File: config.mk
export PLATFORM = sky130hd
export DESIGN_NAME = systolic_array_2_by_2
export DESIGN_NICKNAME = d
export VERILOG_FILES = /design/src/rtl/systolic_array_2_by_2.sv
export SDC_FILE = /design/constraint.sdc
export NUM_CORES = 1
export LEC_CHECK = 0
export ABC_AREA = 0
export CAP_MARGIN = 40
export CORE_AREA = 2 2 139 276
export DETAILED_ROUTE_END_ITERATION = 10
export DIE_AREA = 0 0 141 278
export GPL_ROUTABILITY_DRIVEN = 1
export GPL_TIMING_DRIVEN = 0
export HOLD_SLACK_MARGIN = 0.1
export PLACE_DENSITY = 0.6
export SLEW_MARGIN = 20
export SYNTH_ARGS = -nofsm -noshare
export SYNTH_HDL_FRONTEND = slang
export SYNTH_SLANG_ARGS = --single-unit
File: constraint.sdc
create_clock -name clk -period 11.21 [get_ports clk]
set_input_delay 1.6815 -clock clk [delete_from_list [all_inputs] [get_ports clk]]
set_output_delay 1.6815 -clock clk [all_outputs]
set_load 0.01 [all_outputs]
File: src/rtl/systolic_array_2_by_2.sv
`default_nettype none
// ============================================================================
// Module   : systolic_array_2_by_2
// Function : 2x2 output-stationary MAC array computing a valid-mode 2-D
//            convolution of a 4x4 matrix with a rotated 3x3 kernel, mod 256.
// Revision : 1.0 - initial release
// ============================================================================
module systolic_array_2_by_2 (
  input  logic       clk,
  input  logic       rst,
  input  logic       active_sa2,
  input  logic [7:0] a11, a12, a13, a14,
  input  logic [7:0] a21, a22, a23, a24,
  input  logic [7:0] a31, a32, a33, a34,
  input  logic [7:0] a41, a42, a43, a44,
  input  logic [7:0] b11, b12, b13,
  input  logic [7:0] b21, b22, b23,
  input  logic [7:0] b31, b32, b33,
  output logic       done_sa2,
  output logic [7:0] c11, c12, c21, c22
);

  localparam logic [3:0] C_LAST_STEP = 4'd8;
  localparam logic [3:0] C_OUT_COUNT = 4'd11;
  localparam logic [3:0] C_SAT_COUNT = 4'd12;

  logic [7:0] w_a [4][4];
  logic [7:0] w_b [3][3];
  logic [3:0] r_count;

  always_comb begin
    w_a[0] = '{a11, a12, a13, a14};
    w_a[1] = '{a21, a22, a23, a24};
    w_a[2] = '{a31, a32, a33, a34};
    w_a[3] = '{a41, a42, a43, a44};
    w_b[0] = '{b11, b12, b13};
    w_b[1] = '{b21, b22, b23};
    w_b[2] = '{b31, b32, b33};
  end

  always_ff @(posedge clk or posedge rst) begin
    if (rst) begin
      r_count <= '0;
    end else if (!active_sa2) begin
      r_count <= '0;
    end else if (r_count != C_SAT_COUNT) begin
      r_count <= r_count + 4'd1;
    end
  end

  // Each PE lags PE(0,0) by r+c cycles, so its local step is count-(r+c).
  for (genvar R = 0; R < 2; R++) begin : g_row
    for (genvar C = 0; C < 2; C++) begin : g_col
      logic [3:0] w_k;
      logic       w_en;
      logic [1:0] w_p, w_q;
      logic [1:0] w_ar, w_ac;
      logic [7:0] w_prod;
      logic [7:0] r_acc;

      always_comb begin
        w_k  = r_count - 4'(R + C);
        w_en = active_sa2 && (r_count >= 4'(R + C)) && (w_k <= C_LAST_STEP);
        w_p  = 2'd0;
        w_q  = 2'd0;
        case (w_k)
          4'd1: w_q = 2'd1;
          4'd2: w_q = 2'd2;
          4'd3: w_p = 2'd1;
          4'd4: begin w_p = 2'd1; w_q = 2'd1; end
          4'd5: begin w_p = 2'd1; w_q = 2'd2; end
          4'd6: w_p = 2'd2;
          4'd7: begin w_p = 2'd2; w_q = 2'd1; end
          4'd8: begin w_p = 2'd2; w_q = 2'd2; end
          default: ;
        endcase
        w_ar   = 2'(R) + w_p;
        w_ac   = 2'(C) + w_q;
        w_prod = w_a[w_ar][w_ac] * w_b[2'd2 - w_p][2'd2 - w_q];
      end

      // Step 0 loads rather than adds, flushing any previous run.
      always_ff @(posedge clk or posedge rst) begin
        if (rst) begin
          r_acc <= '0;
        end else if (w_en) begin
          r_acc <= (w_k == 4'd0) ? w_prod : r_acc + w_prod;
        end
      end
    end
  end

  always_ff @(posedge clk or posedge rst) begin
    if (rst) begin
      done_sa2 <= 1'b0;
      c11      <= '0;
      c12      <= '0;
      c21      <= '0;
      c22      <= '0;
    end else if (!active_sa2) begin
      done_sa2 <= 1'b0;
    end else if (r_count == C_OUT_COUNT) begin
      done_sa2 <= 1'b1;
      c11      <= g_row[0].g_col[0].r_acc;
      c12      <= g_row[0].g_col[1].r_acc;
      c21      <= g_row[1].g_col[0].r_acc;
      c22      <= g_row[1].g_col[1].r_acc;
    end
  end

endmodule
`default_nettype wire

; Word-level counts from Yosys, hierarchy flattened
; Index checks and enable logic that the tools add are counted.
[totals]
word_cells = 171
ff_bits = 69
in_bits = 203
output_inout_bits = 33
[op_classes]
magnitude_cmp = 20
addsub = 17
bitwise = 14
eq_ne = 28
mul = 4
n_reduce_logical = 22
muxes = 56
[op_table]
columns = op, n
row1 = 32-bit binary-select mux with 2-bit select, 4
row2 = 32-bit 2-to-1 mux, 8
row3 = 24-bit binary-select mux with 2-bit select, 3
row4 = 24-bit 2-to-1 mux, 6
row5 = 8-bit 2-to-1 mux, 18
row6 = 8-bit binary-select mux with 2-bit select, 7
row7 = 4-bit by 3-bit equality test with 1-bit output (second input constant), 12
row8 = 3-bit greater-or-equal comparator (second input constant), 14
row9 = 2-bit inverter with 3-bit output, 14
row10 = 3-bit OR reduction, 12
row11 = 8-bit adder, 4
row12 = 8-bit by 8-bit multiplier with 8-bit output, 4
row13 = 4-bit by 2-bit equality test with 1-bit output (second input constant), 6
row14 = 2-bit one-hot mux with 2 select lines, 6
row15 = 4-bit equality test (second input constant), 4
row16 = 4-bit by 1-bit equality test with 1-bit output (second input constant), 3
row17 = 4-bit <= comparator (second input constant), 3
row18 = 4-bit zero test, 3
row19 = 2-bit subtractor (first input constant), 6
row20 = 1-bit by 2-bit adder with 2-bit output (first input constant), 4
row21 = 4-bit by 1-bit greater-or-equal comparator with 1-bit output (second input constant), 2
row22 = 4-bit 2-to-1 mux, 2
row23 = 1-bit logical AND, 6
row24 = 4-bit by 1-bit adder with 4-bit output (second input constant), 1
row25 = 7 further kinds, 9

; Logic depth before layout (Yosys ltp)
[logic_depth]
depth_word = 15
depth_mapped = 39
depth_no_buf = 32

; Worst setup path before layout
; OpenSTA, ideal clock, no wires.
[synth_path]
path_type = register to register
from = register r_count[2]
to = register g_row[0].g_col[1].r_acc[7]
required_ps = 11133
n_path_buf = 7
synth_period_minus_slack_ps = 8158
setup_slack_ps = 3052
arrival_time_ps = 8080
setup_ps = 77
path_stages_with_launch = 34
path_cell_list = dfrtp_1 -> buf_4 -> buf_2 -> inv_1 -> ha_1 -> a21boi_2 -> xnor2_1 -> clkbuf_1 -> buf_1 -> a21oi_1 -> ha_1 -> nor3_2 -> mux2i_1 -> buf_2 -> buf_2 -> buf_2 -> o311ai_1 -> o221ai_1 -> or2_2 -> fa_1 -> inv_1 -> ha_1 -> fa_1 -> fa_1 -> ha_1 -> xnor2_1 -> ha_1 -> a21oi_1 -> o21ai_0 -> xnor2_1 -> nor2_1 -> xnor2_1 -> xnor3_1 -> a21oi_1
[synth_between]
elab_chain_cells = 15
[synth_lines]
columns = element, line_no
row1 = "start, declared", 29  ; logic [3:0] r_count;
row2 = "start signal, assigned", 47  ; r_count <= r_count + 4'd1;
row3 = 4-bit by 1-bit subtractor with 4-bit output, 62  ; w_k = r_count - 4'(R + C);
row4 = 4-bit equality test (tied with other cells), 66  ; case (w_k)
row5 = 3-bit OR reduction (no line), --
row6 = 2-bit one-hot mux with 2 select lines, 66
row7 = 2-bit subtractor, 79  ; w_prod = w_a[w_ar][w_ac] * w_b[2'd2 - w_p][2'd2 - w_q];
row8 = 2-bit inverter with 3-bit output (implied by the code), 79
row9 = 24-bit binary-select mux with 2-bit select, 79
row10 = 24-bit 2-to-1 mux (implied by the code) (2 in series), 79
row11 = 8-bit binary-select mux with 2-bit select, 79
row12 = 8-bit 2-to-1 mux (implied by the code) (2 in series), 79
row13 = 8-bit by 8-bit multiplier with 8-bit output, 79
row14 = 8-bit adder, 87  ; r_acc <= (w_k == 4'd0) ? w_prod : r_acc + w_prod;
row15 = 8-bit 2-to-1 mux, 87
row16 = "end signal, assigned", 87
row17 = "end, declared", 59  ; logic [7:0] r_acc;
; Parallel ways exist; a longest one is shown, timed or not. The select of a mux whose other input is x is not followed.
; A chain may end at the register's enable or synchronous reset.

; Worst setup path after layout
[layout_path]
from = register r_count[2]
to = register g_row[1].g_col[0].r_acc[7]
[layout_between]
elab_chain_cells = 15
[layout_lines]
columns = element, line_no
row1 = 4-bit by 1-bit subtractor with 4-bit output, 62
row2 = 4-bit equality test (tied with other cells), 66
row3 = 3-bit OR reduction (no line), --
row4 = 2-bit one-hot mux with 2 select lines, 66
row5 = 1-bit by 2-bit adder with 2-bit output or 2-bit subtractor (tied branches), "77, 79"
row6 = 2-bit inverter with 3-bit output (implied by the code), 79
row7 = 32-bit binary-select mux with 2-bit select or 24-bit binary-select mux with 2-bit select (tied branches), 79
row8 = 32-bit 2-to-1 mux (implied by the code) or 24-bit 2-to-1 mux (tied branches) (2 in series), 79
row9 = 8-bit binary-select mux with 2-bit select, 79
row10 = 8-bit 2-to-1 mux (implied by the code) (2 in series), 79
row11 = 8-bit by 8-bit multiplier with 8-bit output, 79
row12 = 8-bit adder, 87
row13 = 8-bit 2-to-1 mux, 87
row14 = "end signal, assigned", 87
row15 = "end, declared", 59
; Parallel ways exist; a longest one is shown, timed or not. The select of a mux whose other input is x is not followed.

==> qor.yml <==
yosys:
  yosysTopAreaCellShare: 0.118
  synth_xor_area_frac: 0.0624
  syn_avg_cell_area_um2: 8.06
  ys_async_sr_fraction: 1.00
  synthSimpleGateAreaFrac: 0.197
  yosysSeqAreaShare: 0.118
  synth_common_cells: "nand2_1, a21oi_1, nor2_1, ha_1, nand3_1"
  yosysWarningCount: 0
  synth.area.mux_share: 0.205
  synth.distinct_cells: 89
  synth-edff-count: 0
  synth_compound_area_frac: 0.192
  synth_seq_cells: 69
  synthTopCellsByArea: "dfrtp_1, mux4_2, ha_1"
  synth_top_family_by_area: "multiplexers"
  syn_area_um2: 14700
  syn_nets: 2181
  synth_ff_type: "dfrtp_1"
  synth-adder-area-share: 0.163
  syn-instance-count: 1818
  yosys.area.top_type: "dfrtp_1"
  synth_most_common_cell: "nand2_1"
global_routing:
  grt_max_degree: 38
  grt-ovfl-total: 0
  antenna_found_initial: 0
  grt_pass1_wl_mm: 122
  grt_pass1_vias: 17600
  gr-usage-all-layers: 0.442
layout:
  finalNetCount: 2465
  final.fill_count: 3755
  area_delta_synth_final_pct: 25.1
  fin_area_um2: 18300
  antenna_cells: 0
  layout.area.seq_um2: 1730
  multiInputGateArea_um2: 12100
  drive_gt1_frac: 0.134
  instances_no_fill: 2566
  final_core_util: 0.493
floorplan:
  die_h_um: 278
  core_area_um2: 37200
  start_util: 0.394
  pin_count: 236
  die_area_um2: 39200
  die-width_um: 141
  rows: 100
sta:
  setup_violations: 0
  slew_viol_final: 0
  hold_viol: 0
  tightest_slew_ns: 1.02
  holdWs_ns: 0.485
  slew_headroom: 0.323
  rsz0062_at_grt: "no"
  fmax_ghz: 0.0911
  post-route-min-period_ns: 10.97
  finalCritPeriodShare: 0.979
  skew_ns: 0.0127
drt:
  ant_nets: 0
  drt_iter0_drc: 1732
  top_layer: "met4"
  dr.pass1.iters: 6
  routed-wl-met3_mm: 6.21
  drc: 0
  wirelength_mm: 87.2
  dr_total_vias: 17000
  wire_per_inst_um: 34.0
  via_per_inst: 6.62
  met2_length_mm: 42.6
  met1_length_mm: 26.3
critical_path:
  crit_arrival_ns: 11.26
  cp.required_ns: 11.50
  critPathMaxFanout: 10
  path_common_cell: "inv_1"
  cp_num_buf_inv: 17
  crit_type: "flip-flop to flip-flop"
  slowest_stage: "xnor3_1"
  cpPeakStageDelay_ns: 0.48
  endpoint_kind: "flip-flop"
  crit_family: "buffers and inverters"
  start_kind: "flip-flop"
clocking:
  cts.clk_slew.worst_paths_ns: 0.06
  cts_tree: "built"
  root_buffer: "clkbuf_16"
  clock_latency_ns: 0.37
  cts.sinks: 69
  holdBufCountCts: 0
  numCtsBuffers: 9
  cts_buffer_depth: 2
  h-tree-depth: 3
power_and_ir_drop:
  p_leak_nw: 8.01
  worst_ir_drop_vdd_v: 0.000470
  finalPower_mw: 6.92
  power_density_nw_per_um2: 377
place:
  dp.cells: 2540
  gp_congestion: 1.08
  dpl_cell_area_um2: 17900
  port_buffers: 234
  hpwlAfterDp_mm: 71.7
worst_hold_path:
  min_path_type: "flip-flop to flip-flop"
run:
  maxCapViolCount: 0
outcome:
  outcome: "complete, no violations"
[per-layer routing]
layer / up-vias / global-route usage
met4: 0 / 0.461
met3: 513 / 0.0817
met1: 8188 / 0.416
met2: 1143 / 0.766
li1: 7146 / -
met5: - / 0
[cell usage in the layout (no fill, tap or decap), types with 11 or more instances in the layout]
cell type / count
dfrtp_1: 69
o21ai_0: 77
fa_1: 52
buf_6: 19
a22oi_1: 15
nand4_1: 11
a22o_1: 11
mux2_2: 62
ha_1: 108
and3_1: 12
a21o_1: 21
nand2_1: 267
a21oi_1: 142
clkdlybuf4s50_1: 234
a211oi_1: 19
o211ai_1: 11
nand3_1: 105
mux4_2: 62
a31oi_1: 26
inv_1: 97
clkbuf_1: 57
mux2i_1: 86
nor2b_1: 14
nor2_1: 139
xnor2_1: 59
xor2_1: 14
buf_2: 30
buf_4: 31
or2_2: 11
and2_1: 27
[cells by family after synthesis]
kind of cell,after synthesis
buffers and inverters,218
AO/OA/AOI/OAI,432
flip-flops,69
multiplexers,214
XOR/XNOR,87
adder cells (fa/ha/maj),160
AND/OR/NAND/NOR,638
[area by class of cell]
| cell class | count | area share |
|---|---|---|
| well taps | 459 | 0.0313 |
| clock buffers | 12 | 0.0140 |
| clock inverters | 4 | 0.00300 |
| multi-input cells | 1531 | 0.658 |
| inverters | 103 | 0.0216 |
| flip-flops and latches | 69 | 0.0942 |
| plain buffers | 113 | 0.0291 |
| repair buffers | 275 | 0.149 |
[flip-flops by register name, summed over array words and instances (netlist names)]
register / cells
r_count: 4
c21: 8
done_sa2: 1
g_row.g_col.r_acc: 32
c22: 8
c12: 8
c11: 8
[what timing repair did]
item / in CTS / in global routing
setup buffers: 0 / 3
setup endpoints to repair: 2 / 2
pin swaps: 0 / 1
resized for setup: 6 / 6
hold endpoints to repair: 0 / 0
gates cloned: 0 / 0
[worst reg2reg max path, delay by kind of cell, from the launching register on]
family	cells	cell delay [ns]
DFF	1	0.38
buffers and inverters	17	3.53
adders and majority gates	8	2.89
xor gates and xnor gates	5	1.65
and+or+nand+nor	3	0.69
AOI/OAI and AO/OA	7	1.76
[power by group]
| part | internal [mW] | switching, mW | total (mW) | leakage [nW] |
|---|---|---|---|---|
| Sequential | 0.313 | 0.0784 | 0.392 | 0.892 |
| Clock | 0.186 | 0.126 | 0.312 | 0.149 |
| Combinational | 2.64 | 3.58 | 6.22 | 6.97 |
| Total | 3.14 | 3.78 | 6.92 | 8.01 |
[final timing paths]
| check | start | endpoint | slack, ns | depth (start not counted) |
|---|---|---|---|---|
| setup / recovery | r_count[2] | g_row[1].g_col[0].r_acc[7] | 0.24 | 40 |
| hold / removal | done_sa2 | done_sa2 | 0.48 | 2 |
| setup reg to reg | r_count[2] | g_row[1].g_col[0].r_acc[7] | 0.24 | 40 |
| hold reg to reg | done_sa2 | done_sa2 | 0.48 | 2 |
| max in group asynchronous | rst | c22[3] | 8.94 | 3 |
| min in group asynchronous | rst | c12[7] | 1.68 | 2 |
[per-stage QoR]
stage / setup TNS (ns) / worst slack, ns
after floorplan: 0 / 3.05
after global placement: -1.35 / -1.03
after detailed placement: -0.968 / -0.968
after CTS: 0 / 0.0391
after global routing: 0 / 0.0279
final: 0 / 0.236
Power figures use the tool's default switching activity.
==> RTL change 1 (config.mk and constraints unchanged) <==
Reset style: synchronous (`rst`), changed in 3 clocked blocks.
--- a/src/rtl/systolic_array_2_by_2.sv
+++ b/src/rtl/systolic_array_2_by_2.sv
@@ -38,7 +38,7 @@
     w_b[2] = '{b31, b32, b33};
   end
 
-  always_ff @(posedge clk or posedge rst) begin
+  always_ff @(posedge clk) begin
     if (rst) begin
       r_count <= '0;
     end else if (!active_sa2) begin
@@ -80,7 +80,7 @@
       end
 
       // Step 0 loads rather than adds, flushing any previous run.
-      always_ff @(posedge clk or posedge rst) begin
+      always_ff @(posedge clk) begin
         if (rst) begin
           r_acc <= '0;
         end else if (w_en) begin
@@ -90,7 +90,7 @@
     end
   end
 
-  always_ff @(posedge clk or posedge rst) begin
+  always_ff @(posedge clk) begin
     if (rst) begin
       done_sa2 <= 1'b0;
       c11      <= '0;
Formal check against the unedited RTL: same outputs for any inputs over 4 cycles, from zero or initial values and one cycle with rst high; that may be too few to reach the edited logic, so the function may still have changed.
==> RTL change 1 against the original RTL <==
- setup slack improved by 0.17 ns
- routed wire length is 20% lower
- synthesized area decreased by 0.52%
- die area stayed put
- design area fell by 2.0%
- highest routed layer unchanged
- critical path type unchanged
- sequential cell count is the same
- non-clock buffer count down 5
Power is not compared: it rests on default switching activity, and its combinational part moved more than twofold at a synthesized area within 25%.
==> RTL change 1: results (changes against the original RTL) <==
metric,value,unit,change
Pre-antenna DRT Iters,6,,unchanged
Max VDD drop,0.0921,mV,
largest net degree at the start of global routing,12,,was 38
Via density,6.18,,was 6.62
Slew headroom,38.0,%,was 32.3%
Fill cells,3723,,was 3755
beginning of the critical path,r_count[0],,was r_count[2]
Synth area leaders,"mux2i_1 11%, dfxtp_1 9.5%, ha_1 9.3%, nand2_1 9.0%, mux4_2 8.7%",,"was dfrtp_1 12%, mux4_2 9.5%, ha_1 9.2%, fa_1 7.1%, nand2_1 6.8%"
max reg flops,32,,unchanged
fin crit period,10.81,ns,was 10.97 ns
worst-case reg-to-reg path depth,37,,was 40
antenna-violating nets left,0,,unchanged
final WL,69700,µm,was 87200 µm
layout cells sized above 1,10.2,%,was 13.4%
GP Congestion,1.08,,about the same
Worst Path Max Fanout,10,,unchanged
initial antenna violation count,1,,was 0
Tightest Hold Check Type,flip-flop to flip-flop,,unchanged
crit path DAT,11.07,ns,was 11.26 ns
first-pass GRT wire length,102000,µm,was 122000 µm
port bufs,235,,was 234
CTS Root Buffer Type,clkbuf_16,,unchanged
yosys warns,0,,unchanged
leak pwr,7.43,nW,
Reg2Reg Capture Point,g_row[0].g_col[1].r_acc[7],,was g_row[1].g_col[0].r_acc[7]
"Net Count, Synth",2236,,was 2181
initial DRC count,1060,,was 1732
post-place setup slack,0.0274,ns,was -0.968 ns
R2R Setup Slk,0.40,ns,was 0.24 ns
CTS max path bufs,2,,unchanged
vias in the first global route,16576,,was 17563
Cell variety after synth,75,,was 89
gr usage total,35.2,%,was 44.2%
Num CTS Buffers,9,,unchanged
Setup Crit Path Kind,flip-flop to flip-flop,,unchanged
outcome,completed,,unchanged
diode count,0,,unchanged
Nets,2502,,was 2465
sequential fraction of the synthesis area,9.48,%,was 11.8%
"Async S/R FF share, synth",0,%,was 100%
Post-DP HPWL,57500,µm,was 71700 µm
hold depth,2,,unchanged
Worst-Skew Late Latency,0.35,ns,was 0.37 ns
slowest CP cell,clkbuf_1,,was xnor3_1
"Clk pin slew, worst setup/hold paths",0.06,ns,about the same
top register by number of flip-flops,g_row.g_col.r_acc,,unchanged
synthesized area per cell,7.78,µm²,was 8.06 µm²
Via Count,16075,,was 16990
placed insts,2581,,was 2540
htree depth,3,,unchanged
Final Skew,0.00983,ns,was 0.0127 ns
ys flop type,dfxtp_1,,was dfrtp_1
Synth top cells by count,"350 x nand2_1, 155 x mux2i_1, 118 x nor2_1",,"was 267 x nand2_1, 142 x a21oi_1, 139 x nor2_1"
Worst path max stage delay,0.67,ns,was 0.48 ns
RTL change 1: cell count changes after synthesis, moves of 15 or more:
cell      change
dfrtp_1      -69
nor2_1       -21
a211oi_1     +15
a221oi_1     +27
dfxtp_1      +69
nand2_1      +83
mux2_2       -35
and2_1       +42
a31oi_1      -16
a21oi_1      -31
mux2i_1      +67
RTL change 1: timing repair:
action	CTS	global route
setup endpoints to repair	1	1
gates cloned	0	0
pin swaps	0	1
buffers inserted	0	2
gates resized for setup	1	8
RTL change 1: power breakdown:
| group | leakage (nW) | switching, W | internal, W |
|---|---|---|---|
| clock network | 0.127 | 0.000106 | 0.000154 |
| registers | 0.559 | 0.0000127 | 0.000258 |
| logic | 6.74 | 0.00102 | 0.000868 |
| total | 7.43 | 0.00114 | 0.00128 |
RTL change 1: how the worst min path moves through the flow:
stage | from | endpoint | slack [ns]
after floorplan | g_row[0].g_col[1].r_acc[5] | c12[5] | 0.45
after global placement | c22[6] | c22[6] | 0.44
after detailed placement | c11[0] | c11[0] | 0.45
after CTS | c21[4] | c21[4] | 0.45
after global routing | c21[3] | c21[3] | 0.47
final | c12[1] | c12[1] | 0.45
RTL change 1: area by class of cell:
type	instances	share of cell area (%)
Timing Repair Buffer	255	14.0
Buffer	128	3.52
Multi-Input combinational cell	1583	68.2
Clock inverter	4	0.139
Clock buffer	11	1.35
Inverter	93	1.94
Sequential cell	69	7.69
Tap cell	459	3.20
RTL change 1: logic make-up (layout without fill, tap and decap cells):
logic type,count (synthesis),after routing,share of synthesized area [%]
fa+ha+maj,160,160,16.4
buf+inv,221,491,6.71
flops,69,69,9.48
simple gates,705,705,21.6
mux,243,243,21.9
xor+xnor,91,91,6.54
compound gates,384,384,17.4
RTL change 1: metal layers:
layer	vias up	share of wire (%)	GRT usage (%)
met5	-	0	0
met4	0	12	33.0
met3	332	5.7	4.18
met2	894	50	62.7
met1	7651	33	34.8
li1	7198	-	-
RTL change 1: through the flow:
step	area (µm²)	util, %
after floorplan	14600	-
after global placement	17500	47.1
after detailed placement	17600	47.5
after CTS	17900	48.2
after global routing	18000	48.4
final	18000	48.4
RTL change 1: worst max-delay path, delay by kind of cell (launching register included):
family,cells,cell delay (ns)
AOI/OAI and AO/OA,7,2.05
xor gates and xnor gates,5,1.22
adders and majority gates,8,2.49
buffers and inverters,13,3.86
DFF,1,0.59
and+or+nand+nor,4,0.48
==> RTL change 2 (same settings) <==
Without the edit above. The localparam `C_SAT_COUNT` goes from 4'd12 to 4'd8.
--- a/src/rtl/systolic_array_2_by_2.sv
+++ b/src/rtl/systolic_array_2_by_2.sv
@@ -22,7 +22,7 @@
 
   localparam logic [3:0] C_LAST_STEP = 4'd8;
   localparam logic [3:0] C_OUT_COUNT = 4'd11;
-  localparam logic [3:0] C_SAT_COUNT = 4'd12;
+  localparam logic [3:0] C_SAT_COUNT = 4'd8;
 
   logic [7:0] w_a [4][4];
   logic [7:0] w_b [3][3];
Behaviour: no difference found for any inputs over 4 cycles, from zero or initial values and one cycle with rst high; that may be too few to reach the edited logic, so the function may still have changed.
==> RTL change 2 against the original RTL <==
- sequential share of layout area hardly changed
- setup slack improved by 0.77 ns
- design area decreased by 0.18%
- sequential cell count is the same
- synthesized area up 0.76%
- routed wire length fell by 9.1%
- combinational power decreased by 13%
- clock power up 4%
- fmax increased by 7.6%
- worst hold slack got worse by 0.0047 ns
- power decreased by 11%
- critical endpoint unchanged
==> RTL change 2: results (changes against the original RTL) <==
metric,value,unit,change
outcome,completed,,unchanged
Fill cells,3678,,was 3755
Max VDD drop,0.420,mV,was 0.470 mV
CP top delay family,adder cells,,was buffers and inverters
gr usage total,39.9,%,was 44.2%
Post-DP HPWL,65400,µm,was 71700 µm
GP Congestion,1.05,,was 1.08
Via density,6.39,,was 6.62
worst-case reg-to-reg path depth,29,,was 40
initial DRC count,1483,,was 1732
leak pwr,7.96,nW,was 8.01 nW
layout cells sized above 1,11.3,%,was 13.4%
R2R Setup Slk,1.01,ns,was 0.24 ns
Nets,2452,,was 2465
Slew headroom,30.0,%,was 32.3%
first-pass GRT wire length,113000,µm,was 122000 µm
"Net Count, Synth",2180,,was 2181
vias in the first global route,17190,,was 17563
Final Skew,0.0189,ns,was 0.0127 ns
fin crit share,91.0,%,was 97.9%
final slew viol count,0,,unchanged
Synth area leaders,"mux2i_1 12%, dfrtp_1 12%, ha_1 9.2%, mux4_2 7.3%, fa_1 7.1%",,"was dfrtp_1 12%, mux4_2 9.5%, ha_1 9.2%, fa_1 7.1%, nand2_1 6.8%"
worst flop-to-flop path startpoint,r_count[1],,was r_count[2]
Worst path max stage delay,0.76,ns,was 0.48 ns
post-place setup slack,1.26,ns,was -0.968 ns
slowest CP cell,o2bb2ai_1,,was xnor3_1
crit path DAT,10.51,ns,was 11.26 ns
Worst-Skew Late Latency,0.39,ns,was 0.37 ns
ys flop type,dfrtp_1,,unchanged
"Clk pin slew, worst setup/hold paths",0.08,ns,was 0.06 ns
post-CTS sizing,0,,was 6
initial antenna violation count,6,,was 0
-- RTL change 2: per-layer routing --
layer / vias to the layer above / share of wire [%] / global-route usage [%]
li1: 7056 / - / -
met1: 7871 / 31 / 36.6
met2: 993 / 52 / 72.8
met3: 414 / 6.6 / 7.55
met4: 2 / 11 / 36.7
met5: - / 0.018 / 0
-- RTL change 2: layout make-up --
class                   count  area, µm²  share of cell area (%)
diodes                      5       12.5                  0.0684
plain buffers             118        564                    3.08
clock buffers               9        225                    1.23
clock inverters             7       81.3                   0.444
inverters                 103        389                    2.13
multi-input cells        1527      12100                    66.1
flip-flops and latches     69       1730                    9.43
well taps                 459        574                    3.14
repair buffers            261       2630                    14.3
-- RTL change 2: stage by stage --
step / hold WS [ns] / instances / instance area [µm²] / total power [W]
finish: 0.480 / 2558 / 18300 / 0.00615
floorplan: 0.474 / 1817 / 14800 / 0.00436
CTS: 0.491 / 2548 / 18200 / 0.00611
global placement: 0.457 / 2510 / 17700 / 0.00554
global route: 0.516 / 2558 / 18300 / 0.00672
detailed placement: 0.474 / 2532 / 17900 / 0.00573
-- RTL change 2: power breakdown --
part           internal [W]  switching [W]
combinational       0.00241        0.00303
sequential         0.000313      0.0000716
clock              0.000176       0.000150
total               0.00290        0.00325
-- RTL change 2: kinds of logic after synthesis --
logic type      synth area share, %
buf+inv                        6.43
compound gates                 16.0
simple gates                   18.7
flops                          11.7
mux                            24.7
xor+xnor                       6.27
fa+ha+maj                      16.2
-- RTL change 2: worst register-to-register path: cells and delay by family (launching register included) --
kind	cells	cell delay [ns]
AOI/OAI and AO/OA	3	1.18
xor gates and xnor gates	5	1.31
adders and majority gates	8	3.27
buffers and inverters	8	2.45
DFF	1	0.49
muxes	1	0.58
and+or+nand+nor	4	0.85
